<file path="src/rtl/snake_pkg.sv">
// Shared types and helpers for the snake movement engine (head/direction encoding, FSM states).
package snake_pkg;

  localparam int COORD_W = 5;

  localparam logic [1:0] DIR_UP    = 2'd0;
  localparam logic [1:0] DIR_RIGHT = 2'd1;
  localparam logic [1:0] DIR_DOWN  = 2'd2;
  localparam logic [1:0] DIR_LEFT  = 2'd3;

  typedef enum logic [1:0] {
    ST_IDLE,
    ST_RUN,
    ST_DEAD
  } state_e;

  typedef struct packed {
    logic [COORD_W-1:0] y;
    logic [COORD_W-1:0] x;
  } pos_t;

  function automatic pos_t unpack_pos(input logic [2*COORD_W-1:0] p);
    return pos_t'(p);
  endfunction

  function automatic logic [2*COORD_W-1:0] pack_pos(input logic [COORD_W-1:0] y,
                                                     input logic [COORD_W-1:0] x);
    return {y, x};
  endfunction

  // Direction encoding places opposites two apart, so flipping bit 1 reverses.
  function automatic logic [1:0] reverse_dir(input logic [1:0] d);
    return d ^ 2'd2;
  endfunction

endpackage

</file>
<file path="src/rtl/snake_next_pos.sv">
// Combinational next-head calculator. With SNAKE_WRAP_EN the board is a torus;
// without it, leaving the board raises edge_hit.
module snake_next_pos
  import snake_pkg::*;
(
  input  logic [2*COORD_W-1:0] head,
  input  logic [1:0]           dir,
  output logic [2*COORD_W-1:0] next_head,
  output logic                 edge_hit
);

  localparam logic [COORD_W-1:0] ONE = COORD_W'(1);

  pos_t cur, nxt;
  logic off_board;

  always_comb begin
    cur       = unpack_pos(head);
    nxt       = cur;
    off_board = 1'b0;
    case (dir)
      DIR_UP:    begin nxt.y = cur.y - ONE; off_board = (cur.y == '0); end
      DIR_RIGHT: begin nxt.x = cur.x + ONE; off_board = (cur.x == '1); end
      DIR_DOWN:  begin nxt.y = cur.y + ONE; off_board = (cur.y == '1); end
      DIR_LEFT:  begin nxt.x = cur.x - ONE; off_board = (cur.x == '0); end
    endcase
    next_head = pack_pos(nxt.y, nxt.x);
  end

`ifdef SNAKE_WRAP_EN
  logic unused_off;
  assign unused_off = off_board;
  assign edge_hit   = 1'b0;
`else
  assign edge_hit   = off_board;
`endif

endmodule

</file>
<file path="src/rtl/snake_mover.sv">
// Per-snake movement engine: FSM, body shift register, length counter and
// self-collision compare. Edge behaviour selected by SNAKE_WRAP_EN.
module snake_mover
  import snake_pkg::*;
#(
  parameter int                 MAX_LEN         = 16,
  parameter int                 NUM_LEN         = 2*COORD_W,
  parameter int                 MAX_LEN_BIT_LEN = 4,
  parameter logic [NUM_LEN-1:0] INIT_HEAD       = {5'd16, 5'd16}
)(
  input  logic                       clk,
  input  logic                       rst_n,
  input  logic                       start,
  input  logic                       step,
  input  logic [1:0]                 dir_in,
  input  logic [MAX_LEN_BIT_LEN-1:0] score,
  output logic [NUM_LEN-1:0]         snake_head,
  output logic [MAX_LEN*NUM_LEN-1:0] body,
  output logic [MAX_LEN_BIT_LEN:0]   length,
  output logic                       moved,
  output logic                       dead
);

  localparam int             LW        = MAX_LEN_BIT_LEN + 1;
  localparam logic [LW-1:0]  MAX_LEN_L = LW'(MAX_LEN);

  state_e state_q, state_d;
  logic [1:0]                       dir_q, dir_eff;
  logic [MAX_LEN-1:0][NUM_LEN-1:0]  body_q;
  logic [LW-1:0]                    len_q, score_p1, target;
  logic [NUM_LEN-1:0]               next_head;
  logic [MAX_LEN-1:0]               hit;
  logic moved_q, dead_q, grow, edge_hit, collide, init, adv;

  assign dir_eff = (dir_in == reverse_dir(dir_q)) ? dir_q : dir_in;

  snake_next_pos u_next_pos (
    .head      (body_q[0]),
    .dir       (dir_eff),
    .next_head (next_head),
    .edge_hit  (edge_hit)
  );

  assign score_p1 = {1'b0, score} + LW'(1);
  assign target   = (score_p1 > MAX_LEN_L) ? MAX_LEN_L : score_p1;
  assign grow     = (len_q < target);

  // Tail is exempt when not growing: it moves out of the way on this same step.
  for (genvar g = 0; g < MAX_LEN; g++) begin : g_hit
    assign hit[g] = (body_q[g] == next_head) && (LW'(g) < len_q) &&
                    (grow || (LW'(g) != len_q - LW'(1)));
  end

  assign collide = (|hit) | edge_hit;

  always_comb begin
    state_d = state_q;
    init    = 1'b0;
    adv     = 1'b0;
    if (start) begin
      init    = 1'b1;
      state_d = ST_RUN;
    end else begin
      case (state_q)
        ST_RUN: if (step) begin
          if (collide) state_d = ST_DEAD;
          else         adv     = 1'b1;
        end
        default: ;
      endcase
    end
  end

  always_ff @(posedge clk) begin
    if (!rst_n) begin
      state_q <= ST_IDLE;
      dead_q  <= 1'b0;
    end else begin
      state_q <= state_d;
      dead_q  <= (state_d == ST_DEAD);
    end
  end

  always_ff @(posedge clk) begin
    if (!rst_n || init) begin
      body_q  <= {MAX_LEN{INIT_HEAD}};
      len_q   <= LW'(1);
      dir_q   <= DIR_RIGHT;
      moved_q <= 1'b0;
    end else begin
      moved_q <= adv;
      if (adv) begin
        body_q <= {body_q[MAX_LEN-2:0], next_head};
        dir_q  <= dir_eff;
        if (grow) len_q <= len_q + LW'(1);
      end
    end
  end

  assign snake_head = body_q[0];
  assign body       = body_q;
  assign length     = len_q;
  assign moved      = moved_q;
  assign dead       = dead_q;

endmodule
</file>
<file path="config.mk">
export PLATFORM = sky130hd
export DESIGN_NAME = snake_mover
export DESIGN_NICKNAME = d
export VERILOG_FILES = /design/src/rtl/snake_pkg.sv /design/src/rtl/snake_next_pos.sv /design/src/rtl/snake_mover.sv
export SDC_FILE = /design/constraint.sdc
export NUM_CORES = 1
export LEC_CHECK = 0
export ABC_AREA = 1
export CAP_MARGIN = 20
export CORE_MARGIN = 2
export CORE_UTILIZATION = 30
export DETAILED_ROUTE_END_ITERATION = 7
export PLACE_DENSITY = 0.54
export SYNTH_ARGS = -nofsm -noshare
export SYNTH_HDL_FRONTEND = slang
export SYNTH_SLANG_ARGS = --single-unit
</file>
<file path="constraint.sdc">
create_clock -name clk -period 11.7 [get_ports clk]
set_clock_uncertainty 0.1 [all_clocks]
set_input_delay 2.925 -clock clk [delete_from_list [all_inputs] [get_ports clk]]
set_output_delay 2.925 -clock clk [all_outputs]
set_load 0.02 [all_outputs]
</file>
* Word-level counts from Yosys, hierarchy flattened *
Cells that the tools add are included.

storage, ports and cells
  flip-flop bits (word level) = 171
  bits in latches = 0
  RAM bits = 0
  bits in read-only memories = 0
  bits of input ports = 10
  output and inout bits = 177
  word-level logic and storage cells = 157
  memories = 0

cells by class
  add/sub/neg operators = 7
  multiply operators = 0
  divide/modulo/power cells = 0
  $lt $le $gt $ge = 18
  eq/ne operators = 39
  shift-type cells = 0
  mux-type cells = 14
  bitwise gates (word level) = 2
  reduce and logical (&&, ||, !) cells = 56

operators with widths
  cell                   count
  $eq A10 B10 Y1         16
  $lt A4 B5 Y1 const A   8
  $ne A4 B5 Y1 const A   8
  $logic_and A1 B1 Y1    32
  $lt A3 B5 Y1 const A   4
  $ne A3 B5 Y1 const A   4
  $pmux W5 S2            2
  $logic_or A1 B1 Y1     17
  $reduce_or A16 Y1      1
  $add A5 B1 Y5 const B  3
  $sub A5 B1 Y5 const B  3
  $eq A5 B5 Y1 const B   2
  $logic_not A5 Y1       2
  $lt A1 B5 Y1 const A   2
  $lt A2 B5 Y1 const A   2
  $mux W2                5
  $ne A2 B5 Y1 const A   2
  $eq A2 B2 Y1 const B   3
  $add A4 B1 Y5 const B  1
  $gt A5 B5 Y1 const B   1
  $lt A5 B5 Y1           1
  $mux W1                5
  $mux W5                1
  $ne A1 B5 Y1 const A   1
  other kinds (9)        10

* Depth between registers and ports, before layout *
  depth in word-level cells = 15
  gate-level depth with buffers = 34
  gate-level depth less buffers = 29

* Cells and area by module *
A second synthesis with hierarchy kept.

second synthesis, totals
  cell total of the unflattened synthesis = 1,490
  area total of the unflattened synthesis = 10,079.7 µm²

by module, submodules not included
  module          instances  cells each  area an instance (µm²)  seq. area each (µm²)
  snake_mover     1          1,388       9,466.6                 3,423.3
  snake_next_pos  1          102         613.1                   0.0

* Worst setup path before layout *
Ideal clock, no wire load.

  path type = input port to flip-flop
  start = input dir_in[0]
  end = register body_q, in the netlist body[119]
  setup time = 139 ps
  arrival time = 6,294 ps
  required time = 11,461 ps
  slack = 5,167 ps
  cell stages on the path = 27
  path buffers = 5
  path through = buf_4 > buf_6 > xor2_1 > mux2i_1 > inv_1 > ha_1 > inv_1 > ha_1 > a21oi_1 > nand2_1 > nand2_1 > nand3_2 > nand2_1 > nand2_1 > nand2_1 > nor2_1 > nand4_1 > nand2_1 > nor2_1 > nand2_1 > nor2_4 > nand2_2 > buf_6 > buf_6 > buf_4 > nand2_1 > nand3_1

on the way
  word-level cells in the longest chain between the ends = 13
  elaborated cells between the ends (all ways) = 63
  classes of those cells = 20 x eq/ne; 8 x mux; 1 x bitwise; 34 x reduce/logical

RTL lines
  element                               line                  text
  from (decl)                           snake_mover.sv:15     input logic [1:0] dir_in,
  $eq A2 B2 Y1 (*)                      snake_mover.sv:35     assign dir_eff = (dir_in == reverse_dir(dir_q)) ? dir_q : dir_in;
  $mux W2 (*)                           snake_mover.sv:35
  net dir_eff[1]                        snake_mover.sv:28     logic [1:0] dir_q, dir_eff;
  $eq A2 B2 Y1 (tied with other cells)  snake_next_pos.sv:21  case (dir)
  $pmux W5 S2                           snake_next_pos.sv:21
  $eq A10 B10 Y1                        snake_mover.sv:50     assign hit[g] = (body_q[g] == next_head) && (LW'(g) < len_q) &&
  $logic_and A1 B1 Y1 (2 in series)     snake_mover.sv:50
  $reduce_or A16 Y1                     snake_mover.sv:54     assign collide = (|hit) | edge_hit;
  $or A1 B1 Y1 (*)                      snake_mover.sv:54
  $mux W1 (*)                           snake_mover.sv:66     if (collide) state_d = ST_DEAD;
  $mux W1 (*)                           snake_mover.sv:65     ST_RUN: if (step) begin
  $mux W1 (*)                           snake_mover.sv:64     case (state_q)
  $mux W1 (*)                           snake_mover.sv:60     if (start) begin
  to (signal assigned)                  snake_mover.sv:86     body_q <= {MAX_LEN{INIT_HEAD}};
  to (signal assigned)                  snake_mover.sv:93     body_q <= {body_q[MAX_LEN-2:0], next_head};
  to (decl)                             snake_mover.sv:29     logic [MAX_LEN-1:0][NUM_LEN-1:0] body_q;

The timed path passes the listed nets; every way through them passes the cells marked *.
A chain may end at the register's enable or synchronous reset.

* Final worst setup path *
  start = input dir_in[0]
  end = register body_q, in the netlist snake_head[6]

on the way
  word-level cells in the longest chain between the ends = 13
  elaborated cells between the ends (all ways) = 63
  classes of those cells = 20 x eq/ne; 8 x mux; 1 x bitwise; 34 x reduce/logical

RTL lines
  element                               line
  $eq A2 B2 Y1 (*)                      snake_mover.sv:35
  $mux W2 (*)                           snake_mover.sv:35
  net dir_eff[1]                        snake_mover.sv:28
  $eq A2 B2 Y1 (tied with other cells)  snake_next_pos.sv:21
  $pmux W5 S2                           snake_next_pos.sv:21
  $eq A10 B10 Y1                        snake_mover.sv:50
  $logic_and A1 B1 Y1 (2 in series)     snake_mover.sv:50
  $reduce_or A16 Y1                     snake_mover.sv:54
  $or A1 B1 Y1                          snake_mover.sv:54
  $mux W1                               snake_mover.sv:66
  $mux W1                               snake_mover.sv:65
  $mux W1                               snake_mover.sv:64
  $mux W1                               snake_mover.sv:60

Marks and branches as above.

==> results.md <==
- CTS Buffer Depth: 2
- Top FF cell, synth: dfxtp_1
- CTS tree: built
- CTS Buf Count: 17
- Leakage: about 0.0053 µW
- Nets: between 1500 and 2000
- Rel. slew slack: about 28%
- Status: finished, final reports clean
- Port Buffers: between 150 and 200
- Netlist cell types: 35
- Sequential-to-total area share from yosys stat: between 30% and 40%
- Synthesized netlist cell count: 1621
- Switching portion of total power: a little under a third
- Die height: between 150 and 200 µm
- Root Buffer: clkbuf_16
- FF+latch count, synth: 171
- Via count: ~11000
- Routed len/inst: between 15 and 20 µm
- Asr flop ratio synth: 0%
- CP max stage delay: between 0.7 and 0.8 ns
- Fin. Hold Viols: 0
- RSZ-0062 raised after global routing: false
- Worst-Margin Slew: ~1.1 ns
- Final slew viol count: 0
- Routability Congestion: 0.865
- Initial antenna violation count: 1
- First-pass DRT Iterations: 5
- Row cnt: 67
- Setup CP Type: in2reg
- Mapped Area: about 10000 µm²
- Sequential share of power: about 44%
- HPWL after DPL: about 26000 µm
- Critical-path top delay cell: inv_4
- P_sw: about 420 µW
- Clk Latency, worst-skew pair: about 0.44 ns
- Pwr dens: 108 nW/µm²
- Combinational power share: roughly 14%
- Number of nets with antenna violations after routing: 0
- Internal power: 959 µW
- Largest net degree at the start of global routing: 94
- Area Overhead vs Synth: 25.0%
- Cell mode on critical path: nand2_1
- Syn_nets: 1651
- Share of cells above drive strength 1: under 10%
- Power Total: between 1000 and 1500 µW
- Register area: 3420 µm²
- Final critical-path required period: just under 9 ns
- Initial core utilization: ~30%
- Area occupied by multi-input gates: between 5000 and 6000 µm²
- Setup_tns: 0 ns
- Postcts setup bufs: 0
- Critical Path End Type: register
- Final Setup Violations: 0
- Number of vias per cell: around 4.8
- Syn Area/Cell: roughly 6.3 µm²
- H-tree depth: 4
- Total of max-cap violations: 0
- # DRC: 0
- Fillers: roughly 3500
- Die ar.: approximately 35000 µm²
- CP Launch Type: input port
- Critical path arrival: between 8 and 9 ns
- Fmax: roughly 0.12 GHz
- Total track usage: 20.7%
- Total grt overflow: 0
- Maximum VDD drop: roughly 99 µV
- Core Box Area: 33400 µm²
- First-pass GRT wire length: around 57000 µm
- Number of synthesized flops with an enable pin: 0
- Die width: about 190 µm
- Number of global-route vias before repair: around 9700
- Clock sink count: about 170
- DRT iter0 DRCs: 856
- CP max FO: 93
- Final WL: 37400 µm
- Period utilization: 74.3%
- Clock-pin slew on the worst setup and hold paths: 0.08 ns
- Clock power frac: between 40% and 50%
- I/O pin count: 187
- HP Class: reg2reg
- Post-cts resize count: 0
- CTS Hold Bufs: 0
- Worst Path Required: between 10 and 15 ns
- Warnings, synthesis: 0
## worst max-delay path, delay by kind of cell
kind            cells  cell delay (ns)
compound gates      2             0.33
xor+xnor            2             0.46
simple gates       13             2.14
buf+inv             6             2.12
mux                 1             0.25
fa+ha+maj           2             0.59
## cells in the final DEF, fill, tap and decap left out, types with 4 or more instances in the layout
cell | Yosys | final
clkdlybuf4s50_1 | 0 | 186
clkbuf_16 | 0 | 17
clkinvlp_4 | 0 | 4
o21ai_1 | 40 | 40
inv_1 | 144 | 144
nand2_2 | 12 | 11
nand4_1 | 19 | 19
xnor2_1 | 9 | 9
ha_1 | 19 | 19
xor2_1 | 22 | 22
a21oi_1 | 15 | 15
nand3b_1 | 18 | 18
o21ai_0 | 104 | 104
inv_2 | 6 | 6
nand3_1 | 121 | 121
nor2_1 | 379 | 378
nand2_1 | 415 | 415
buf_4 | 27 | 5
dfxtp_1 | 171 | 171
o211ai_2 | 18 | 18
inv_6 | 0 | 5
nand3_2 | 7 | 7
## flip-flops by register name, indices dropped and copies added, names as in the netlist
signal / count
snake_head: 10
body: 150
state_q: 2
length: 5
dead: 1
dir_q: 2
moved: 1
## metal layers
metal	up-vias	global-route usage (%)	wire length (µm)	share of wire, %
met3	37	3.50	2250	6.0
met5	-	0	0	0
met2	361	33.1	16900	45
met4	0	6.87	816	2.2
li1	5345	-	-	-
met1	4882	28.3	17400	47
## cells by family (layout without fill, tap and decap cells)
family          count (synthesis)  after routing  synth area share [%]
simple gates                  978            978                  39.8
buf+inv                       237            374                  10.8
compound gates                183            183                  10.5
flops                         171            171                  33.6
mux                             1              1                0.0984
other cells                     0              1                     0
xor+xnor                       31             31                  2.67
fa+ha+maj                      20             20                  2.53
## synth_stat cells (18+ instances only)
master,n,share of area [%]
buf_4,27,2.0
clkbuf_1,32,1.2
dfxtp_1,171,34
ha_1,19,2.3
inv_1,144,5.3
nand2_1,415,15
nand3_1,121,6.0
nand3b_1,18,1.3
nand4_1,19,1.2
nor2_1,379,14
o211ai_2,18,2.2
o21ai_0,104,5.1
o21ai_1,40,2.0
xor2_1,22,1.9
## power groups by stage
stage	Clock, µW	Sequential (µW)	Combinational (µW)
after floorplan	0	628	123
after global placement	0	623	187
after detailed placement	0	623	189
after CTS	584	610	190
after global routing	607	611	212
final	578	610	191
## metrics by stage
| stage | worst slack, ns | area, µm² | cells | hold slack (ns) | util [%] |
|---|---|---|---|---|---|
| after CTS | 3.13 | 12700 | 2206 | 0.399 | 38.0 |
| after floorplan | 5.17 | 10200 | 1621 | 0.354 | - |
| after global placement | 2.79 | 12100 | 2175 | 0.379 | 36.3 |
| final | 3.01 | 12700 | 2207 | 0.399 | 38.0 |
| after global routing | 2.55 | 12700 | 2206 | 0.410 | 38.0 |
| after detailed placement | 2.69 | 12100 | 2175 | 0.377 | 36.3 |
## layout make-up
class | instances | share of cell area, %
Antenna cell | 1 | 0.0197
Clock buffer | 18 | 3.45
Clock inverter | 13 | 1.04
Inverter | 151 | 4.48
Multi-Input combinational cell | 1213 | 44.6
Sequential cell | 171 | 26.9
Tap cell | 448 | 4.41
Timing Repair Buffer | 192 | 15.1
## final timing paths
kind / start / end / slack (ns) / cells past startpoint
setup reg to reg: dir_q[0]$_SDFFE_PP1P_ / snake_head[6]$_SDFFE_PP0P_ / 5.95 / 24
hold reg to reg: dir_q[0]$_SDFFE_PP1P_ / dir_q[0]$_SDFFE_PP1P_ / 0.40 / 2
setup / recovery: dir_in[0] / snake_head[6]$_SDFFE_PP0P_ / 3.01 / 26
hold / removal: dir_q[0]$_SDFFE_PP1P_ / dir_q[0]$_SDFFE_PP1P_ / 0.40 / 2
No activity file was read; power rests on OpenSTA's default activity.
==> RTL change (same settings) <==
`MAX_LEN`: 16 -> 8.
--- a/src/rtl/snake_mover.sv
+++ b/src/rtl/snake_mover.sv
@@ -3,7 +3,7 @@
 module snake_mover
   import snake_pkg::*;
 #(
-  parameter int                 MAX_LEN         = 16,
+  parameter int                 MAX_LEN         = 8,
   parameter int                 NUM_LEN         = 2*COORD_W,
   parameter int                 MAX_LEN_BIT_LEN = 4,
   parameter logic [NUM_LEN-1:0] INIT_HEAD       = {5'd16, 5'd16}
Interface: changed (resized body); port bits go from 187 to 107. No check against the original RTL was run, so the function may have changed too.
==> RTL change against the unedited design <==
Setup slack improved by 0.94 ns; synthesized cell count down 47%; non-clock buffer count fell by 83; power is 48% lower; sequential cell count fell by 80; cell area is 45% lower; via count fell by 48%; routed wire length shrank 54%; synthesized area shrank 45%; combinational power decreased by 48%; largest cell class unchanged; largest power group unchanged.
==> RTL change: results (changes against the unedited design) <==
----------------------------------------------------
[Layout]
  Share of final-layout standard cells stronger than drive strength 1 ... 0.0493 (+0.000331)
  Max reg flops ... 70 (-53%)

[Logic synthesis]
  Top area cells in the synthesized netlist ... sky130_fd_sc_hd__dfxtp_1 32%, sky130_fd_sc_hd__nand2_1 15%, sky130_fd_sc_hd__a21oi_1 7.7%, sky130_fd_sc_hd__inv_1 6.7%, sky130_fd_sc_hd__nand3_1 5.4%
  Number of distinct library cells after synthesis ... 37 (+5.7%)
  Most frequent cells after synthesis ... 221 x sky130_fd_sc_hd__nand2_1, 101 x sky130_fd_sc_hd__inv_1, 91 x sky130_fd_sc_hd__dfxtp_1
  Number of nets produced by synthesis ... 884 (-46%)

[CTS]
  CTS buffer count ... 9 (-8)
  Insertion delay of the later-clocked pin in the worst-skew pair ... 0.36 ns (-0.08 ns)
  Number of levels in the clock H-tree ... 3 (-1)

[Pwr]
  Fraction of power spent switching nets ... 0.287 (-0.0163)
  Static power due to leakage ... 2.91 nW (-45%)
  Peak supply drop ... 74.5 uV (-24%)

[Placed design]
  Routability Congestion ... 0.902 (+4.3%)
  Post-DP HPWL ... 12600 microns (-52%)
  Area of placed instances ... 0.00668 sq mm (-45%)
  Worst slack at placement ... 3.57 ns (+0.885 ns)

[GRT]
  Wire length of the first global-routing pass ... 27700 microns (-51%)
  Met3 capacity usage during global routing ... 0.0431 (+0.00812)
  Global-route track usage on met1 ... 0.243 (-0.0397)
  Number of antenna violations at the first check in global routing ... 0 (-1)

[Critical path]
  Cell at the slowest stage of the critical path ... sky130_fd_sc_hd__nand3_4
  Arrival time at the worst endpoint ... 7.88 ns (-1.08 ns)
  CP Max Fanout ... 83 (-11%)
  Critical path's largest stage delay ... 0.66 ns (-0.06 ns)

[Drt]
  Met1 WL ... 8510 microns (-51%)
  Post-detailed-routing wire length ... 17400 microns (-54%)

[STA]
  Period utilization ... 0.662 (-0.0803)

[Run status]
  Status ... complete, no violations

----------------------------------------------------
## RTL change: changes by cell type after synthesis, moves of 9 or more
| cell | change |
|---|---|
| sky130_fd_sc_hd__nor2_1 | -308 |
| sky130_fd_sc_hd__nand2_1 | -194 |
| sky130_fd_sc_hd__nand3b_1 | -17 |
| sky130_fd_sc_hd__buf_4 | -16 |
| sky130_fd_sc_hd__o211ai_2 | -18 |
| sky130_fd_sc_hd__dfxtp_1 | -80 |
| sky130_fd_sc_hd__o21ai_0 | -74 |
| sky130_fd_sc_hd__inv_1 | -43 |
| sky130_fd_sc_hd__a21oi_1 | +72 |
| sky130_fd_sc_hd__clkbuf_1 | -22 |
| sky130_fd_sc_hd__o21ai_1 | +9 |
| sky130_fd_sc_hd__nand3_1 | -60 |
## RTL change: area by class of cell
class	instances	area, sq um
clock buffers	12	256
clock inverters	4	32.5
fillers	2021	11600
inverters	103	389
multi-input cells	615	3090
flip-flops and latches	91	1820
well taps	234	293
repair buffers	109	1080
## RTL change: kinds of logic after synthesis
family | after synthesis | synth area share
AND/OR/NAND/NOR | 399 | 0.307
flip-flops | 91 | 0.324
AO/OA/AOI/OAI | 177 | 0.164
XOR/XNOR | 18 | 0.0280
other | 1 | 0.000666
adder cells (fa/ha/maj) | 20 | 0.0458
buffers and inverters | 148 | 0.131
## RTL change: worst max-delay path: cells and delay by family
kind / cells / cell delay [ns]
AOI/OAI and AO/OA: 4 / 0.60
adders and majority gates: 2 / 0.62
xor gates and xnor gates: 1 / 0.22
and+or+nand+nor: 16 / 1.93
buffers and inverters: 5 / 1.52
## RTL change: worst paths after layout
check / to / cells past startpoint
max: body[45] / 28
min: dir_q[1] / 2
max reg2reg: body[45] / 26
min reg2reg: dir_q[1] / 2
